<file path="src/rtl/ghr_pkg.sv">
// Shared defaults and sizing helpers for the speculative global history register
// and its checkpoint FIFO.
package ghr_pkg;

  localparam int HIST_W_DEFAULT     = 8;
  localparam int CKPT_DEPTH_DEFAULT = 4;

  // Occupancy counters need one extra bit so that "full" is distinct from "empty".
  function automatic int count_width(input int depth);
    return $clog2(depth) + 1;
  endfunction

endpackage

</file>
<file path="src/rtl/ghr_ckpt_fifo.sv">
// Circular FIFO of history checkpoints, one per in-flight branch.
// Callers must not push when full or pop when empty; clear wins over push and pop.
module ghr_ckpt_fifo
  import ghr_pkg::*;
#(
  parameter int W     = HIST_W_DEFAULT,
  parameter int DEPTH = CKPT_DEPTH_DEFAULT
) (
  input  logic                          clk,
  input  logic                          reset,
  input  logic                          push,
  input  logic [W-1:0]                  push_data,
  input  logic                          pop,
  input  logic                          clear,
  output logic [W-1:0]                  head,
  output logic [count_width(DEPTH)-1:0] count
);

  localparam int PW = $clog2(DEPTH);
  localparam int CW = count_width(DEPTH);

  logic [W-1:0]  mem [DEPTH];
  logic [PW-1:0] wr_ptr;
  logic [PW-1:0] rd_ptr;

  // DEPTH is a power of two, so the pointers wrap naturally at PW bits.
  always_ff @(posedge clk or posedge reset) begin
    if (reset) begin
      wr_ptr <= '0;
      rd_ptr <= '0;
      count  <= '0;
    end else if (clear) begin
      wr_ptr <= '0;
      rd_ptr <= '0;
      count  <= '0;
    end else begin
      if (push) wr_ptr <= wr_ptr + 1'b1;
      if (pop)  rd_ptr <= rd_ptr + 1'b1;
      case ({push, pop})
        2'b10:   count <= count + CW'(1);
        2'b01:   count <= count - CW'(1);
        default: count <= count;
      endcase
    end
  end

  always_ff @(posedge clk) begin
    if (push && !clear) mem[wr_ptr] <= push_data;
  end

  assign head = mem[rd_ptr];

endmodule

</file>
<file path="src/rtl/spec_global_history.sv">
// Speculative and architectural global branch history with checkpointed recovery
// on misprediction and rollback to the committed history on flush.
module spec_global_history
  import ghr_pkg::*;
#(
  parameter int HIST_W     = HIST_W_DEFAULT,
  parameter int CKPT_DEPTH = CKPT_DEPTH_DEFAULT
) (
  input  logic                               clk,
  input  logic                               reset,
  input  logic                               predict_valid,
  input  logic                               predict_taken,
  output logic                               predict_ready,
  input  logic                               resolve_valid,
  input  logic                               resolve_taken,
  input  logic                               resolve_mispredict,
  input  logic                               flush,
  output logic [HIST_W-1:0]                  hist,
  output logic [HIST_W-1:0]                  commit_hist,
  output logic [count_width(CKPT_DEPTH)-1:0] ckpt_count,
  output logic                               err_underflow
);

  localparam int CW = count_width(CKPT_DEPTH);

  logic              accept_predict;
  logic              resolve_ok;
  logic              recover;
  logic              underflow;
  logic              fifo_push;
  logic              fifo_pop;
  logic              fifo_clear;
  logic [HIST_W-1:0] ckpt_head;

  // Readiness is judged on the pre-pop count, so a full FIFO blocks a predict
  // even when a resolve frees a slot in the same cycle.
  assign predict_ready  = (ckpt_count != CW'(CKPT_DEPTH));
  assign accept_predict = predict_valid && predict_ready;
  assign resolve_ok     = resolve_valid && (ckpt_count != '0);
  assign underflow      = resolve_valid && (ckpt_count == '0);
  assign recover        = resolve_ok && resolve_mispredict;

  // Flush and misprediction both discard all younger checkpoints and any predict.
  always_comb begin
    fifo_push  = 1'b0;
    fifo_pop   = 1'b0;
    fifo_clear = 1'b0;
    if (flush || recover) begin
      fifo_clear = 1'b1;
    end else begin
      fifo_push = accept_predict;
      fifo_pop  = resolve_ok;
    end
  end

  ghr_ckpt_fifo #(
    .W     (HIST_W),
    .DEPTH (CKPT_DEPTH)
  ) u_ckpt_fifo (
    .clk       (clk),
    .reset     (reset),
    .push      (fifo_push),
    .push_data (hist),
    .pop       (fifo_pop),
    .clear     (fifo_clear),
    .head      (ckpt_head),
    .count     (ckpt_count)
  );

  // Recovery rebuilds history from the mispredicted branch's own checkpoint.
  always_ff @(posedge clk or posedge reset) begin
    if (reset) begin
      hist <= '0;
    end else if (flush) begin
      hist <= commit_hist;
    end else if (recover) begin
      hist <= {ckpt_head[HIST_W-2:0], resolve_taken};
    end else if (accept_predict) begin
      hist <= {hist[HIST_W-2:0], predict_taken};
    end
  end

  always_ff @(posedge clk or posedge reset) begin
    if (reset) begin
      commit_hist <= '0;
    end else if (!flush && resolve_ok) begin
      commit_hist <= {commit_hist[HIST_W-2:0], resolve_taken};
    end
  end

  // Sticky until reset so software can observe a lost resolve after the fact.
  always_ff @(posedge clk or posedge reset) begin
    if (reset) begin
      err_underflow <= 1'b0;
    end else if (!flush && underflow) begin
      err_underflow <= 1'b1;
    end
  end

endmodule

</file>
<file path="config.mk">
export PLATFORM = sky130hd
export DESIGN_NAME = spec_global_history
export DESIGN_NICKNAME = d
export VERILOG_FILES = /design/src/rtl/ghr_pkg.sv /design/src/rtl/ghr_ckpt_fifo.sv /design/src/rtl/spec_global_history.sv
export SDC_FILE = /design/constraint.sdc
export NUM_CORES = 1
export LEC_CHECK = 0
export CELL_PAD_IN_SITES_DETAIL_PLACEMENT = 0
export CELL_PAD_IN_SITES_GLOBAL_PLACEMENT = 1
export CORE_ASPECT_RATIO = 1.75
export CORE_MARGIN = 3
export CORE_UTILIZATION = 46
export DETAILED_ROUTE_END_ITERATION = 12
export GPL_ROUTABILITY_DRIVEN = 0
export HOLD_SLACK_MARGIN = 0.05
export PLACE_DENSITY = 0.76
export SKIP_CTS_REPAIR_TIMING = 1
export SYNTH_ARGS = -nofsm -noshare
export SYNTH_HDL_FRONTEND = slang
export SYNTH_HIERARCHICAL = 1
export SYNTH_SLANG_ARGS = --single-unit
</file>
<file path="constraint.sdc">
create_clock -name clk -period 3.2 [get_ports clk]
set_clock_uncertainty 0.1 [all_clocks]
set_input_delay 0.32 -clock clk [delete_from_list [all_inputs] [get_ports clk]]
set_output_delay 0.32 -clock clk [all_outputs]
set_load 0.02 [all_outputs]
</file>
==> results.toml <==
[run_status]
status = "finished clean"

[route]
drc = 0
via_per_inst = 5.65
dr.pass1.iters = 4
drtAntennaViolNets = 0
vias = 1299
wl_um = 4490
drtIter0Drc = 52
wl_per_cell_um = 19.5

[die]
ios = 29
num_rows = 33
design.die.area_mm2 = 0.00580
core-area_mm2 = 0.00471
die_h_um = 98.6
die_w_um = 58.9
start_util_pct = 47.8

[critical_path]
crit_path_top_delay_cell = "dfrtp_1"
end_kind = "flip-flop"
critPathLaunchType = "flip-flop"
path_class = "reg -> reg"
critPathRequiredTime_ns = 3.07
crit_arrival_ns = 2.31
worstPathCellList = "nor3_1 > nand3b_1 > nand2_1 > nor2_1 > buf_4 > nor2b_1 > and2_1"
critical_path.max_stage_delay_ns = 0.45
critPathMaxFanout = 7

[placed_design]
hpwl_um = 3500
port_buffers = 28

[timing]
rsz0062_at_grt = "false"
drv_slew = 0
fmaxAchievable_ghz = 0.410
layout_worst_path_cycle_share_pct = 76.2
worst_pin_slew_ns = 0.761
final.setup.tns_ns = 0
slew_headroom_pct = 49.3
period_needed_ns = 2.44
hold_viol = 0
setup_violations = 0

[synthesis]
synthCells = 143
avgSynthCellArea_um2 = 15.7
synthesis.area_mm2 = 0.00225
yosys_warnings = 6
syn_nets = 156

[power_and_ir_drop]
power_density_mw_per_mm2 = 603
power_mw = 1.61
p_leak_nw = 0.998
ir_worst_vdd_uv = 531

[cts]
cts_tree = "done"
h-tree-depth = 2
clk-insertion-delay-late_ns = 0.30
clockBufferDepth = 2
clk_pin_slew_ns = 0.09
cts_made_buffers = 5
numClockSinks = 52
cts_root_buffer = "clkbuf_8"

[grt]
antenna_found_initial = 0
grtUsageTotal_pct = 16.9
grt_pass1_vias = 1344
grt_overflow_total = 0
grt_pass1_wl_um = 7180
grt_max_degree = 18

[finish]
diodes = 0
final_util_pct = 56.9
fin_nets = 190
fillCellCount = 405
final_layout_size_suffix_gt1_share_pct = 17.4
final_cell_mix = "28 x clkdlybuf4s50_1, 28 x edfxtp_1, 24 x dfrtp_1"
syn_to_final_growth_pct = 18.9

[min_path]
hold_path_class = "in -> async"

[flow_run]
drv_cap = 0
[sequential cells by signal (all words and copies together) (netlist names)]
| signal | cells |
|---|---|
| u_ckpt_fifo/mem | 28 |
| u_ckpt_fifo/count | 3 |
| hist | 8 |
| commit_hist | 8 |
| u_ckpt_fifo/wr_ptr | 2 |
| u_ckpt_fifo/rd_ptr | 2 |
| err_underflow | 1 |
[critical path, delay by kind of cell, from the launching register on]
| family | cells | cell delay, ns |
|---|---|---|
| flops | 1 | 0.45 |
| buf+inv | 1 | 0.18 |
| simple gates | 6 | 1.38 |
[layout make-up]
type / count / area (µm²) / share of cell area [%]
inverters: 5 / 18.8 / 0.701
multi-input cells: 81 / 759 / 28.4
flip-flops and latches: 52 / 1440 / 53.8
clock inverters: 2 / 11.3 / 0.420
repair buffers: 32 / 310 / 11.6
well taps: 52 / 65.1 / 2.43
clock buffers: 6 / 72.6 / 2.71
[final timing paths]
check,from,endpoint,slack [ns],cells after the start
max,u_ckpt_fifo/count[2],u_ckpt_fifo/mem[0][3],0.76,7
min,reset,u_ckpt_fifo/count[1],0.17,2
max reg2reg,u_ckpt_fifo/count[2],u_ckpt_fifo/mem[0][3],0.76,7
min reg2reg,err_underflow,err_underflow,0.39,1
max in group asynchronous,reset,hist[3],2.25,2
min in group clk,err_underflow,err_underflow,0.39,1
[where the power goes]
group	leakage [nW]	internal, mW	switching (mW)
Sequential	0.561	0.800	0.0988
Clock	0.0388	0.152	0.203
Combinational	0.399	0.186	0.174
[metrics by stage]
step	setup slack (ns)	std cells	area, µm²	hold slack, ns
after global routing	0.468	230	2680	0.202
after detailed placement	0.666	222	2590	0.374
after CTS	0.696	230	2680	0.173
final	0.761	230	2680	0.171
after floorplan	0.661	143	2250	0.0234
after global placement	0.745	222	2590	0.374
[per-layer routing]
layer / track usage (%) / wire length [µm]
met2: 29.6 / 2530
met4: 5.24 / 67
met1: 20.5 / 1760
met3: 3.28 / 136
met5: 0 / 0
(Power assumes the default switching activity.)
